## src/rtl/rvbranch_pkg.sv

```systemverilog
// rvbranch_pkg: condition codes, 2-bit predictor states and the
// condition decode shared by the branch unit and its table.
package rvbranch_pkg;

   localparam logic [3:0] COND_EQ  = 4'b0000;
   localparam logic [3:0] COND_NE  = 4'b0001;
   localparam logic [3:0] COND_LTU = 4'b0010;
   localparam logic [3:0] COND_GEU = 4'b0011;
   localparam logic [3:0] COND_GE  = 4'b1010;
   localparam logic [3:0] COND_LT  = 4'b1011;

   typedef enum logic [1:0] {
      SNT = 2'b00,
      WNT = 2'b01,
      WT  = 2'b10,
      ST  = 2'b11
   } bctr_t;

   // flags = {neg, zero, carry, overflow}; result = {taken, illegal}
   function automatic logic [1:0] cond_eval(
      input logic [3:0] cond,
      input logic [3:0] flags
   );
      logic ge;
      ge = (flags[3] == flags[0]);
      case (cond)
         COND_EQ:  return {flags[2], 1'b0};
         COND_NE:  return {~flags[2], 1'b0};
         COND_LTU: return {~flags[1], 1'b0};
         COND_GEU: return {flags[1], 1'b0};
         COND_GE:  return {ge, 1'b0};
         COND_LT:  return {~ge, 1'b0};
         default:  return 2'b01;
      endcase
   endfunction

endpackage

```

## src/rtl/rvbranch_bht.sv

```systemverilog
// rvbranch_bht: table of 2-bit saturating counters with a combinational
// read port, a saturating training port and the global history register.
module rvbranch_bht
   import rvbranch_pkg::*;
#(
   parameter int  ENTRIES = 64,
   parameter int  GSHARE  = 0,
   parameter int  GHR_W   = 6,
   localparam int IDX_W   = $clog2(ENTRIES)
) (
   input  logic             clk,
   input  logic             reset,
   input  logic [IDX_W-1:0] i_rd_base,
   output logic [IDX_W-1:0] o_rd_idx,
   output logic             o_rd_taken,
   input  logic             i_we,
   input  logic [IDX_W-1:0] i_wr_idx,
   input  logic             i_wr_taken
);

   bctr_t            r_tbl [ENTRIES];
   logic [GHR_W-1:0] r_ghr;
   logic [IDX_W-1:0] w_hist;
   logic [1:0]       w_rd;
   bctr_t            w_cur;

   assign w_hist     = (GSHARE != 0) ? IDX_W'(r_ghr) : '0;
   assign o_rd_idx   = i_rd_base ^ w_hist;
   assign w_rd       = r_tbl[o_rd_idx];
   assign o_rd_taken = w_rd[1];
   assign w_cur      = r_tbl[i_wr_idx];

   // F reads the pre-update entry; a same-cycle write is seen next cycle
   always_ff @(posedge clk or posedge reset) begin
      if (reset) begin
         for (int i = 0; i < ENTRIES; i++) r_tbl[i] <= WNT;
         r_ghr <= '0;
      end else if (i_we) begin
         if (i_wr_taken && w_cur != ST)
            r_tbl[i_wr_idx] <= bctr_t'(w_cur + 2'd1);
         else if (!i_wr_taken && w_cur != SNT)
            r_tbl[i_wr_idx] <= bctr_t'(w_cur - 2'd1);
         if (GSHARE != 0)
            r_ghr <= GHR_W'({r_ghr, i_wr_taken});
      end
   end

endmodule

```

## src/rtl/rvbranch_unit.sv

```systemverilog
// rvbranch_unit: F-stage direction prediction, E-stage branch resolution,
// redirect generation, predictor training and branch statistics.
module rvbranch_unit
   import rvbranch_pkg::*;
#(
   parameter int  ENTRIES = 64,
   parameter int  GSHARE  = 0,
   parameter int  GHR_W   = 6,
   parameter int  CNT_W   = 16,
   localparam int IDX_W   = $clog2(ENTRIES)
) (
   input  logic             clk,
   input  logic             reset,
   input  logic [31:0]      PCF,
   output logic             PredTakenF,
   output logic [IDX_W-1:0] PredIdxF,
   input  logic [IDX_W-1:0] PredIdxE,
   input  logic             PredTakenE,
   input  logic             JumpE,
   input  logic             BranchE,
   input  logic             ValidE,
   input  logic             StallE,
   input  logic [3:0]       ALUFlags,
   input  logic [3:0]       CondE,
   output logic             RedirectE,
   output logic             RedirectTakenE,
   output logic             IllegalCondE,
   output logic [CNT_W-1:0] BranchCount,
   output logic [CNT_W-1:0] MispredCount
);

   logic             w_taken;
   logic             w_illegal;
   logic             w_mispred;
   logic             w_train;
   logic             w_unused_pc;
   logic [CNT_W-1:0] r_bcnt;
   logic [CNT_W-1:0] r_mcnt;

   assign {w_taken, w_illegal} = cond_eval(CondE, ALUFlags);
   assign w_unused_pc = ^{PCF[31:IDX_W+2], PCF[1:0]};

   assign w_mispred      = (w_taken != PredTakenE);
   assign IllegalCondE   = BranchE & ValidE & w_illegal;
   assign RedirectE      = ValidE & (JumpE | (BranchE & w_mispred));
   assign RedirectTakenE = JumpE | w_taken;
   // jumps take priority and never train the predictor
   assign w_train        = ValidE & ~StallE & BranchE & ~JumpE;

   rvbranch_bht #(
      .ENTRIES (ENTRIES),
      .GSHARE  (GSHARE),
      .GHR_W   (GHR_W)
   ) u_bht (
      .clk        (clk),
      .reset      (reset),
      .i_rd_base  (PCF[IDX_W+1:2]),
      .o_rd_idx   (PredIdxF),
      .o_rd_taken (PredTakenF),
      .i_we       (w_train),
      .i_wr_idx   (PredIdxE),
      .i_wr_taken (w_taken)
   );

   always_ff @(posedge clk or posedge reset) begin
      if (reset) begin
         r_bcnt <= '0;
         r_mcnt <= '0;
      end else if (w_train) begin
         if (r_bcnt != '1) r_bcnt <= r_bcnt + 1'b1;
         if (w_mispred && r_mcnt != '1) r_mcnt <= r_mcnt + 1'b1;
      end
   end

   assign BranchCount  = r_bcnt;
   assign MispredCount = r_mcnt;

endmodule
```

## config.mk

```make
export PLATFORM = sky130hd
export DESIGN_NAME = rvbranch_unit
export DESIGN_NICKNAME = d
export VERILOG_FILES = /design/src/rtl/rvbranch_pkg.sv /design/src/rtl/rvbranch_bht.sv /design/src/rtl/rvbranch_unit.sv
export SDC_FILE = /design/constraint.sdc
export NUM_CORES = 1
export LEC_CHECK = 0
export ABC_AREA = 1
export BUFFER_PORTS_ARGS = -buffer_cell sky130_fd_sc_hd__buf_4
export CORE_ASPECT_RATIO = 1.75
export CORE_MARGIN = 2
export CORE_UTILIZATION = 45
export DETAILED_ROUTE_END_ITERATION = 10
export PLACE_DENSITY = 0.6
export SYNTH_ARGS = -nofsm -noshare
export SYNTH_HDL_FRONTEND = slang
export SYNTH_SLANG_ARGS = --single-unit
```

## constraint.sdc

```tcl
create_clock -name clk -period 5.7 [get_ports clk]
set_input_delay 1.14 -clock clk [delete_from_list [all_inputs] [get_ports clk]]
set_output_delay 1.14 -clock clk [all_outputs]
set_load 0.02 [all_outputs]
```

Yosys cells after proc, flatten, opt, wreduce, memory -nomap -nowiden:

Index checks and enable logic that the tools add are counted.

* add/sub/neg operators: 4
* multipliers: 0
* divide/modulo/power cells: 0
* magnitude comparators: 3
* eq/ne operators: 10
* shift-type cells: 0
* muxes and demuxes: 13
* bitwise logic cells: 16
* reductions and logical operators: 11

Operator list (count)
* 128-bit bitwise mux: 2
* 128-bit two-way mux: 2
* 16-bit by 1-bit adder with 16-bit output (second input constant): 2
* 16-bit inequality test (second input constant): 2
* 2-bit binary-select mux with 6-bit select: 2
* 7-bit greater-or-equal comparator (second input constant): 2
* 6-bit NOT with 7-bit output: 2
* 2-bit demux with 6-bit select: 1
* 2-bit case mux with 6 select lines: 1
* 2-bit two-way mux: 5
* 4-bit by 2-bit == test with 1-bit output (second input constant): 2
* 4-bit == test (second input constant): 2
* 1-bit bitwise AND: 7
* 7-bit by 1-bit less-than comparator with 1-bit output (second input constant): 1
* 2-bit AND reduction: 3
* 1-bit NOT: 5
* 4-bit by 1-bit == test with 1-bit output (second input constant): 1
* 1-bit logical AND: 4
* 4-bit zero test: 1
* 2-bit nonzero test: 2
* 2-bit by 1-bit adder with 2-bit output (second input constant): 1
* 2-bit inequality test (second input constant): 1
* 1-bit OR: 2
* 2-bit by 1-bit subtractor with 2-bit output (second input constant): 1
* 3 further kinds: 3

* flip-flop bits (word level): 160
* latch bits: 0
* bits in writable memories: 0
* bits in read-only memories: 0
* word-level logic and storage cells: 123
* memories kept: 0

Logic depth before layout (Yosys ltp):

Gate-level depths: netlist of run 1.

* word-level depth: 8
* depth in mapped cells: 27

Hierarchy:

Synthesis of run 1 repeated with hierarchy kept, for this count alone.

* cells, all modules: 1468
* area, all modules: 9803.2 um^2

By module, submodules not included
* rvbranch_bht: times used 1, cells an instance 1188, area each 7763.7 um^2
* rvbranch_unit: times used 1, cells an instance 280, area each 2039.5 um^2

Worst setup path before layout of run 1:

Ideal clock, no wire load.

* path kind: input port to flip-flop
* start point: input port PredIdxE[0]
* end point: register (tool-made name)
* arrival time: 3.525 ns
* required time: 5.640 ns
* slack: 2.115 ns
* stages: 27
* cells stage by stage: buf_4 inv_2 buf_6 buf_6 nand2_1 nand2_1 nand2_1 nand2_1 nand2_1 nand2_1 nand2_1 nand2_1 nor2_1 buf_4 buf_4 nand2_1 inv_2 ha_1 inv_1 nand4_1 nand2_2 nand2_1 buf_2 clkbuf_1 nor2_1 nand3_1 nand2_1

RTL lines
* from (decl): line rvbranch_unit.sv:17 `input logic [IDX_W-1:0] PredIdxE,`

Final worst setup path of run 1:

* start point: input port PCF[3]
* end point: output port PredTakenF

* cells in the longest elaborated chain, start to end: 4

Ends and longest elaborated chain
* from (decl): line rvbranch_unit.sv:14 `input logic [31:0] PCF,`
* 6-bit NOT with 7-bit output (not written as such): line rvbranch_bht.sv:29 `assign w_rd = r_tbl[o_rd_idx];`
* 2-bit binary-select mux with 6-bit select: line rvbranch_bht.sv:29
* 2-bit two-way mux (not written as such) (2 in series): line rvbranch_bht.sv:29
* to (decl): line rvbranch_unit.sv:15 `output logic PredTakenF,`

No other way between the ends. The select of a mux whose other input is x is not followed.

==> results of run 1 <==
-- where the power goes --
group          total [mW]  switching (mW)  internal, mW
registers            1.24          0.0473          1.19
clock network        1.19           0.488         0.707
logic               0.405           0.281         0.124
-- path summary, 6_finish.rpt --
path                            from                          to  cells past startpoint
max in group asynchronous      reset  asynchronous set/reset pin                      3
hold reg to reg            flip-flop                   flip-flop                      2
min in group asynchronous      reset              BranchCount[1]                      2
hold / removal             flip-flop                   flip-flop                      2
setup / recovery              PCF[3]                  PredTakenF                     11
setup reg to reg           flip-flop                   flip-flop                     20
-- cell usage after synthesis --
library cell	n
nand3_1	214
ha_1	4
clkbuf_1	31
xor2_1	15
inv_1	119
inv_2	4
buf_4	16
nand2_2	1
nand2_1	664
nand3b_1	4
a21oi_1	19
xnor2_1	13
nor3_1	18
nand4_1	9
a21boi_0	1
buf_1	9
nor2_1	156
o211ai_1	1
buf_6	2
dfrtp_1	96
o21ai_1	1
nor4_1	1
clkinv_1	1
a31oi_1	1
buf_2	27
or2_2	1
o21ai_0	85
dfstp_2	64
-- final cells by class --
type	instances	area, sq um	share of cell area, %
Clock buffer	21	460	4.01
Clock inverter	11	138	1.20
Inverter	124	470	4.10
Multi-Input combinational cell	1208	5210	45.4
Sequential cell	160	4080	35.6
Tap cell	296	370	3.23
Timing Repair Buffer	90	738	6.44
-- per-stage QoR --
stage	cells	util [%]
4_1_cts	1910	51.8
3_3_place_gp	1878	49.1
2_1_floorplan	1577	-
5_1_grt	1910	51.8
6_report	1910	51.8
3_5_place_dp	1878	49.1
-- worst min-delay path, cell delays in order (launching register included) --
cell	delay, ns
dfstp_2	0.37
nand2_1	0.05
nand2_1	0.05
-- metal layers --
metal | part of all wire [%] | global-route usage (%) | routed length [um] | vias up
met2 | 51 | 50.0 | 16300 | 325
li1 | - | - | - | 4994
met5 | 0 | 0 | 0 | -
met1 | 40 | 32.0 | 12800 | 4653
met3 | 5.1 | 3.88 | 1640 | 75
met4 | 4.0 | 13.6 | 1280 | 0
-- cell families (layout without fill, tap and decap cells) --
family / count (synthesis) / count (layout) / synth area share [%]
AO/OA/AOI/OAI: 108 / 108 / 5.38
XOR/XNOR: 28 / 28 / 2.41
adder cells (fa/ha/maj): 4 / 4 / 0.492
buffers and inverters: 209 / 246 / 8.79
flip-flops: 160 / 160 / 40.2
AND/OR/NAND/NOR: 1068 / 1068 / 42.7
==> impl_results.md, run 1 <==
* Area delta synth->final at 12.9%
* Post-synthesis net count at 1634
* Synth top area cells: nand2_1, dfrtp_1, dfstp_2, nand3_1, nor2_1
* Final Cell Area at 11500 sq um
* Gpl congestion at 0.902
* Synthesized area per cell at 6.44 sq um
* Hold Worst Slack at 0.465 ns
* Critical Path RT at 4.56 ns
* Final period util at 71.1%
* Pwr per Cell Area at 247 nW/um^2
* Dpl cell area at 10900 sq um
* Final wirelength at 32000 um
* Gr ovfl total at 0
* Core area at 22200 sq um
* CTS Buf Count at 17
* # fillers at 2339
* Crit path kind: input port to primary output
* Clk buf depth at 2
* Worst clock skew at 0.00794 ns
* Largest area contributor in the netlist: nand2_1
* PnR worst setup slack at 1.65 ns
* Setup-failing EPs final at 0
* Clock Latency Late Sink at 0.46 ns
* Vias in the first global route at 9913
* Die Height at 203 um
* H-Tree Level Count at 4
* Leading cell types in the layout, fill and taps excluded: nand2_1, nand3_1, nor2_1
* Avg WL per Cell at 16.8 um
* Arrival @ worst endpoint at 2.91 ns
* First-pass GRT wire length at 51800 um
* GR Util All Layers at 27.7%
* Worst Path Buf+Inv at 4
* Die ar. at 23900 sq um
* RSZ-0062 raised after global routing: false
* Total chip power at 2.84 mW
* CTS root buf: clkbuf_16
* Net count, final at 1658
* Worst slew pin tran at 0.855 ns
* Share of cells above drive strength 1 at 12.1%
* DP HPWL at 19600 um
* FF-to-FF setup slack at 2.83 ns
* Hold crit path type: flip-flop to flip-flop
* Hold_buf cts at 0
* Register area share after synthesis at 40.2%
* Dpl ws at 1.40 ns
* CP Launch Type: input port
* Most common cell after layout, fill and taps aside: nand2_1
* Peak supply drop at 0.212 mV
* Synth Cell Area at 10200 sq um
* Post-DRT Antenna Nets at 0
* Antenna violations before repair at 0
* Yosys warns at 0
* Hold Fails Final Rpt at 0
* Cell variety after synth at 28
* Drt pass-1 iters at 6
* Port Buffer Count at 68
* CTS tree: done
* Critical Path Max Stage Delay at 0.42 ns
* CTS sink count at 160
* Setup_tns at 0 ns
* Initial Util at 45.9%
* Top cell type's share of synthesized area at 24.5%
* Leak at 5.26 nW
* N_diodes at 0
* CP Max Fanout at 18
* Crit-path cells: buf_4 -> inv_1 -> buf_4 -> nand3_1 -> nand3_1 -> o21ai_0 -> nand2_1 -> nand3_1 -> nand3_1 -> nand2_1 -> buf_4
* Mapped Cells at 1577
* Row count at 72
* Largest net degree at the start of global routing at 88
* Vias at 10.0k
* Status: finished clean
* Die width at 118 um
* Worst relative slew slack at 43.0%
* # resized after CTS at 0
* Critical-path top delay cell: inv_1
* Top delay family on crit path: buffers and inverters
* CP endpoint kind: primary output
* CP most frequent cell: nand3_1
* Initial DRC Count at 697
* DRC violations left at 0
* Max_cap viols at 0
* Clock Pin Slew Worst Setup and Hold Paths at 0.06 ns
* Achievable Freq at 247 MHz
* Register bit total from synthesis at 160
* I/O pin cnt at 95
* Via density at 5.26
* Count of pins over their slew limit at 0
* Setup bufs post-CTS at 0
* Final min period at 4.05 ns
Power figures use the tool's default switching activity.
==> inputs of run 2 (changes only) <==
Clock period 5.7 ns to 3.9 ns, I/O delays scaled along.
==> run 2 against run 1 <==
- register-to-register slack worse by 1.7 ns
- clock-buffer cell count up 2
- first-iteration DRC count is 30% higher
- utilization grew 0.51 points
- sequential share of layout area decreased by 0.35 points
- clock skew up 0.0039 ns
- largest power group unchanged
- via count grew 2.0%
- power increased by 47%
- non-clock buffer count up 8
- final cell count rose by 0.42%
- setup slack lost 0.87 ns
==> impl_results.md, run 2 (same netlist as run 1, synthesis figures left out) <==
* Status: finished clean (unchanged)
* DR top layer: met4 (unchanged)
* Achievable Freq at 320 MHz
* Leak at 5.31 nW (was 5.26 nW)
* Seq pwr share at 43.5% (was 43.6%)
* Avg WL per Cell at 17.2 um (was 16.8 um)
* Setup bufs post-CTS at 0 (unchanged)
* Most common cell after layout, fill and taps aside: nand2_1 (unchanged)
* Sw Ratio at 29.0% (was 28.8%)
* Via density at 5.35 (was 5.26)
* Met2 WL post-DR at 17100 um (was 16300 um)
* DP HPWL at 20200 um (was 19600 um)
* Largest net degree at the start of global routing at 161 (was 88)
* Peak supply drop at 0.412 mV (was 0.212 mV)
* Critical Path RT at 3.12 ns (was 4.56 ns)
* CP Launch Type: input port (unchanged)
* Max_cap viols at 0 (unchanged)
* Drt pass-1 iters at 6 (unchanged)
* Antenna violations before repair at 0 (unchanged)
* N_diodes at 0 (unchanged)
* Row count at 72 (unchanged)
* RSZ-0062 raised after global routing: false (unchanged)
* Final period util at 80.0%
* Post-Route M1 WL at 12900 um (was 12800 um)
* Arrival @ worst endpoint at 2.34 ns (was 2.91 ns)
* Crit path kind: input port to primary output (unchanged)
* Die Height at 203 um (unchanged)
* PnR worst setup slack at 0.779 ns (was 1.65 ns)
* CTS tree: done (unchanged)
* Net count, final at 1666 (was 1658)
* Clk pwr share at 41.8% (was 42.1%)
* Area delta synth->final at 14.0% (was 12.9%)
* Vias in the first global route at 10.2k (was 9913)
* P_sw at 1.21 mW (was 0.817 mW)
* Logic pwr share at 14.7% (was 14.3%)
* Final wirelength at 33100 um (was 32000 um)
* H-Tree Level Count at 4 (unchanged)
* GR Util All Layers at 28.9% (was 27.7%)
* Hold_buf cts at 0 (unchanged)
* FF-to-FF setup slack at 1.18 ns (was 2.83 ns)
* Vias at 10.3k (was 10.0k)
* Final min period at 3.12 ns
* First-pass GRT wire length at 53800 um (was 51800 um)
* Hold Fails Final Rpt at 0 (unchanged)
* Worst relative slew slack at 33.4% (was 43.0%)
* Leading cell types in the layout, fill and taps excluded: nand2_1, nand3_1, nor2_1 (unchanged)
* I/O pin cnt at 95 (unchanged)
* CTS sink count at 160 (unchanged)
* Die width at 118 um (unchanged)
* Post-DRT Antenna Nets at 0 (unchanged)
* Share of cells above drive strength 1 at 12.6% (was 12.1%)
* Reg2Reg Depth at 19 (was 20)
* Gpl congestion at 0.877 (was 0.902)
* Worst slew pin tran at 1.00 ns (was 0.855 ns)
* Dpl ws at 0.408 ns (was 1.40 ns)
* Clock Pin Slew Worst Setup and Hold Paths at 0.06 ns (about the same)
* Initial DRC Count at 905 (was 697)
* Count of pins over their slew limit at 0 (unchanged)
* Hold crit path type: flip-flop to flip-flop (unchanged)
* Setup-failing EPs final at 0 (unchanged)
* Worst clock skew at 0.0119 ns (was 0.00794 ns)
* CP Max Fanout at 11 (was 18)
* Internal Pwr Total at 2.96 mW (was 2.02 mW)
* DRC violations left at 0 (unchanged)
* Core area at 22200 sq um (unchanged)
* Setup_tns at 0 ns (unchanged)
* CTS Buf Count at 17 (unchanged)
* # resized after CTS at 0 (unchanged)
* Gr ovfl total at 0 (unchanged)
* Routed wl met3 at 1750 um (was 1640 um)
* Clk buf depth at 2 (unchanged)
* Die ar. at 23900 sq um (unchanged)
* Initial Util at 45.9% (unchanged)
* Pwr per Cell Area at 359 nW/um^2 (was 247 nW/um^2)
* CTS root buf: clkbuf_16 (unchanged)
* CP endpoint kind: primary output (unchanged)
* # fillers at 2286 (was 2339)
* WHS Path Cells at 2 (unchanged)
* Clock Latency Late Sink at 0.46 ns (about the same)
* Port Buffer Count at 68 (unchanged)
run 2: power by group through the flow:
| stage | sequential (mW) | clock (mW) | combinational (mW) |
|---|---|---|---|
| after floorplan | 1.86 | 0 | 0.325 |
| after global placement | 1.84 | 0 | 0.608 |
| after detailed placement | 1.84 | 0 | 0.615 |
| after CTS | 1.81 | 1.77 | 0.617 |
| after global routing | 1.82 | 1.84 | 0.669 |
| final | 1.81 | 1.74 | 0.613 |
run 2: metal layers:
layer	vias to the layer above	GRT usage, %
met5	-	0
met4	0	13.3
met3	67	4.38
met2	346	52.4
met1	4829	33.3
li1	5010	-
run 2: area by class of cell:
cell class,instances,area [sq um],area share [%]
Clock buffer,23,498,4.30
Timing Repair Buffer,98,848,7.32
Sequential cell,160,4080,35.3
Clock inverter,9,105,0.907
Tap cell,296,370,3.20
Multi-Input combinational cell,1208,5210,45.0
Inverter,124,469,4.05
run 2: final timing paths:
check	start	end
worst max-delay path	PCF[2]	PredTakenF
worst min-delay path	flip-flop	flip-flop
worst max register to register	flip-flop	u_bht.r_tbl[29]
worst min register to register	flip-flop	flip-flop
max in group asynchronous	reset	u_bht.r_tbl[113]
min in group asynchronous	reset	u_bht.r_tbl[101]
run 2: through the flow:
stage	power [mW]	hold WS [ns]	area [sq um]	util, %	cells
floorplan	2.19	0.448	10200	-	1577
global placement	2.45	0.455	11000	49.5	1886
detailed placement	2.45	0.458	11000	49.5	1886
CTS	4.20	0.468	11600	52.3	1918
global route	4.33	0.483	11600	52.3	1918
finish	4.16	0.466	11600	52.3	1918
run 2: worst max-delay path, stage by stage:
cell and delay (ns):
buf_4 0.14, clkinv_1 0.10, buf_4 0.20, nand2_1 0.06
nand3_1 0.06, nand2_1 0.05, o21ai_0 0.48, nand2_1 0.10
nand3_1 0.09, nand3_1 0.06, nand2_1 0.06, buf_4 0.13
==> inputs of run 3 (changes only) <==
Settings changed: PLACE_DENSITY 0.6 to 0.63.
Clock period 3.9 ns to 2.8 ns, I/O delays scaled along.
==> run 3 against run 2 <==
- clock power is 41% higher
- critical path depth is 10 higher
- wire length is 0.42% lower
- clock-buffer cell count is 4 lower
- critical path type is now input port to flip-flop
- global-route usage is 1.2 points lower
- non-clock buffer count is 37 higher
- utilization is 1.8 points higher
- largest power group unchanged
- cell area is 3.5% higher
==> impl_results.md, run 3 (same netlist as run 1, synthesis figures left out) <==
* I/O pin cnt at 95 (unchanged)
* RSZ-0062 raised after global routing: true (was false)
* Avg WL per Cell at 16.8 um (was 17.2 um)
* H-Tree Level Count at 4 (unchanged)
* Hold Fails Final Rpt at 0 (unchanged)
* CTS root buf: clkbuf_16 (unchanged)
* FF-to-FF setup slack at 0.19 ns (was 1.18 ns)
* CP Launch Type: input port (unchanged)
* Crit path from: PredIdxE[0] (was PCF[2])
* Vias at 10.4k (was 10.3k)
* Share of cells above drive strength 1 at 14.8% (was 12.6%)
* Antenna violations before repair at 0 (unchanged)
* DRC violations left at 0 (unchanged)
* Peak supply drop at 0.495 mV (was 0.412 mV)
* Initial DRC Count at 914 (was 905)
* N_diodes at 0 (unchanged)
* Setup-failing EPs final at 0 (unchanged)
* Final Cell Area at 12000 sq um (was 11600 sq um)
* Largest net degree at the start of global routing at 65 (was 161)
* DP HPWL at 21900 um (was 20200 um)
* Max_cap viols at 0 (unchanged)
* Critical Path RT at 3.17 ns (was 3.12 ns)
* Arrival @ worst endpoint at 2.99 ns (was 2.34 ns)
* Port Buffer Count at 68 (unchanged)
* Initial Util at 45.9% (unchanged)
* Achievable Freq at 381 MHz
* Count of pins over their slew limit at 0 (unchanged)
* CP endpoint kind: flip-flop (was primary output)
* CP Max Fanout at 12 (was 11)
* CTS Buf Count at 17 (unchanged)
* Drt pass-1 iters at 7 (was 6)
* # fillers at 2289 (was 2286)
* Crit path kind: input port to flip-flop (was input port to primary output)
* GR Util met3 at 4.38% (unchanged)
* Setup_tns at 0 ns (unchanged)
* CTS sink count at 160 (unchanged)
* Clock Latency Late Sink at 0.44 ns (was 0.46 ns)
* Met2 Usage GRT at 50.5% (was 52.4%)
* CTS tree: done (unchanged)
* Leading cell types in the layout, fill and taps excluded: nand2_1, nand3_1, nor2_1 (unchanged)
* Setup bufs post-CTS at 0 (unchanged)
* Total chip power at 5.88 mW (was 4.16 mW)
* Clk buf depth at 2 (unchanged)
* Vias in the first global route at 9944 (was 10.2k)
* Die Height at 203 um (unchanged)
* Gr ovfl total at 0 (unchanged)
* Final period util at 93.7%
* Die ar. at 23900 sq um (unchanged)
* Post-DRT Antenna Nets at 0 (unchanged)
* Die width at 118 um (unchanged)
* Core area at 22200 sq um (unchanged)
* Gpl congestion at 0.898 (was 0.877)
* Worst slew pin tran at 0.830 ns (was 1.00 ns)
* Net count, final at 1703 (was 1666)
* Met1 Resource Use GR at 31.4% (was 33.3%)
* Final wirelength at 32900 um (was 33100 um)
* Row count at 72 (unchanged)
* Global routing's busiest layer: met2 (unchanged)
* Clock Pin Slew Worst Setup and Hold Paths at 0.07 ns (was 0.06 ns)
* Dpl cell area at 11300 sq um (was 11000 sq um)
* Hold Worst Slack at 0.202 ns (was 0.466 ns)
* GR Util All Layers at 27.8% (was 28.9%)
* Hold crit path type: input port to asynchronous set/reset pin (was flip-flop to flip-flop)
* Worst relative slew slack at 44.7% (was 33.4%)
* Status: finished clean (unchanged)
* Pwr per Cell Area at 491 nW/um^2 (was 359 nW/um^2)
* Leak at 5.54 nW (was 5.31 nW)
* Worst clock skew at 0.0103 ns (was 0.0119 ns)
* Via density at 5.33 (was 5.35)
* Area delta synth->final at 17.9% (was 14.0%)
* First-pass GRT wire length at 52000 um (was 53800 um)
* Final min period at 2.62 ns
* Most common cell after layout, fill and taps aside: nand2_1 (unchanged)
## run 3: changes by cell type in the layout (fill, tap and decap cells not counted), moves of 3 or more
| cell | change |
|---|---|
| nand3_1 | -3 |
| nand3_2 | +3 |
| buf_12 | +5 |
| inv_6 | +3 |
| buf_4 | +29 |
| clkbuf_8 | -4 |
## run 3: worst paths after layout
path,cells after the start,endpoint
worst min register to register,2,flip-flop
max in group asynchronous,3,asynchronous set/reset pin
worst min-delay path,2,u_bht.r_tbl[17]
worst max-delay path,22,flip-flop
min in group clk,2,flip-flop
worst max register to register,19,u_bht.r_tbl[69]
## run 3: area by class of cell
type                            instances  area, sq um  share of cell area (%)
Inverter                              124          474                    3.96
Timing Repair Buffer                  135         1210                    10.1
Clock buffer                           19          443                    3.70
Sequential cell                       160         4080                    34.1
Multi-Input combinational cell       1208         5240                    43.7
Tap cell                              296          370                    3.09
Clock inverter                         12          159                    1.33
## run 3: per-stage QoR
step	utilization (%)	cells	setup slack, ns
finish	54.1	1954	0.175
global route	54.1	1954	-0.00670
CTS	53.9	1953	0.167
detailed placement	51.2	1922	-0.292
global placement	51.2	1922	-0.263
floorplan	-	1577	0.00692
## run 3: what timing repair did
action,CTS,global route
hold buffers,0,0
gates resized for setup,0,6
endpoints found under the setup margin,0,31
endpoints found under the hold margin,0,0
## run 3: critical path, cell delays in order
cell	delay (ns)
buf_4	0.15
inv_4	0.09
buf_4	0.15
nand2_1	0.05
a21oi_1	0.05
or2_2	0.30
nand2_1	0.09
nand2_1	0.08
nand2_1	0.07
nand2_1	0.05
inv_1	0.07
nand2_1	0.05
nor2_1	0.15
ha_1	0.21
inv_1	0.05
nand4_1	0.10
nand2_2	0.14
nand2_4	0.16
buf_4	0.23
nor2_1	0.06
nand3_1	0.06
nand2_1	0.07
## run 3: report_power, final
group	switching (mW)	internal (mW)	leakage [nW]
clock network	1.02	1.43	0.290
registers	0.0978	2.42	1.97
logic	0.595	0.313	3.28
total	1.72	4.17	5.54
## run 3: per-layer routing
metal / up-vias / share of wire [%]
met5: - / 0
met4: 0 / 4.1
met3: 81 / 5.8
met2: 366 / 53
met1: 4879 / 38
li1: 5084 / -
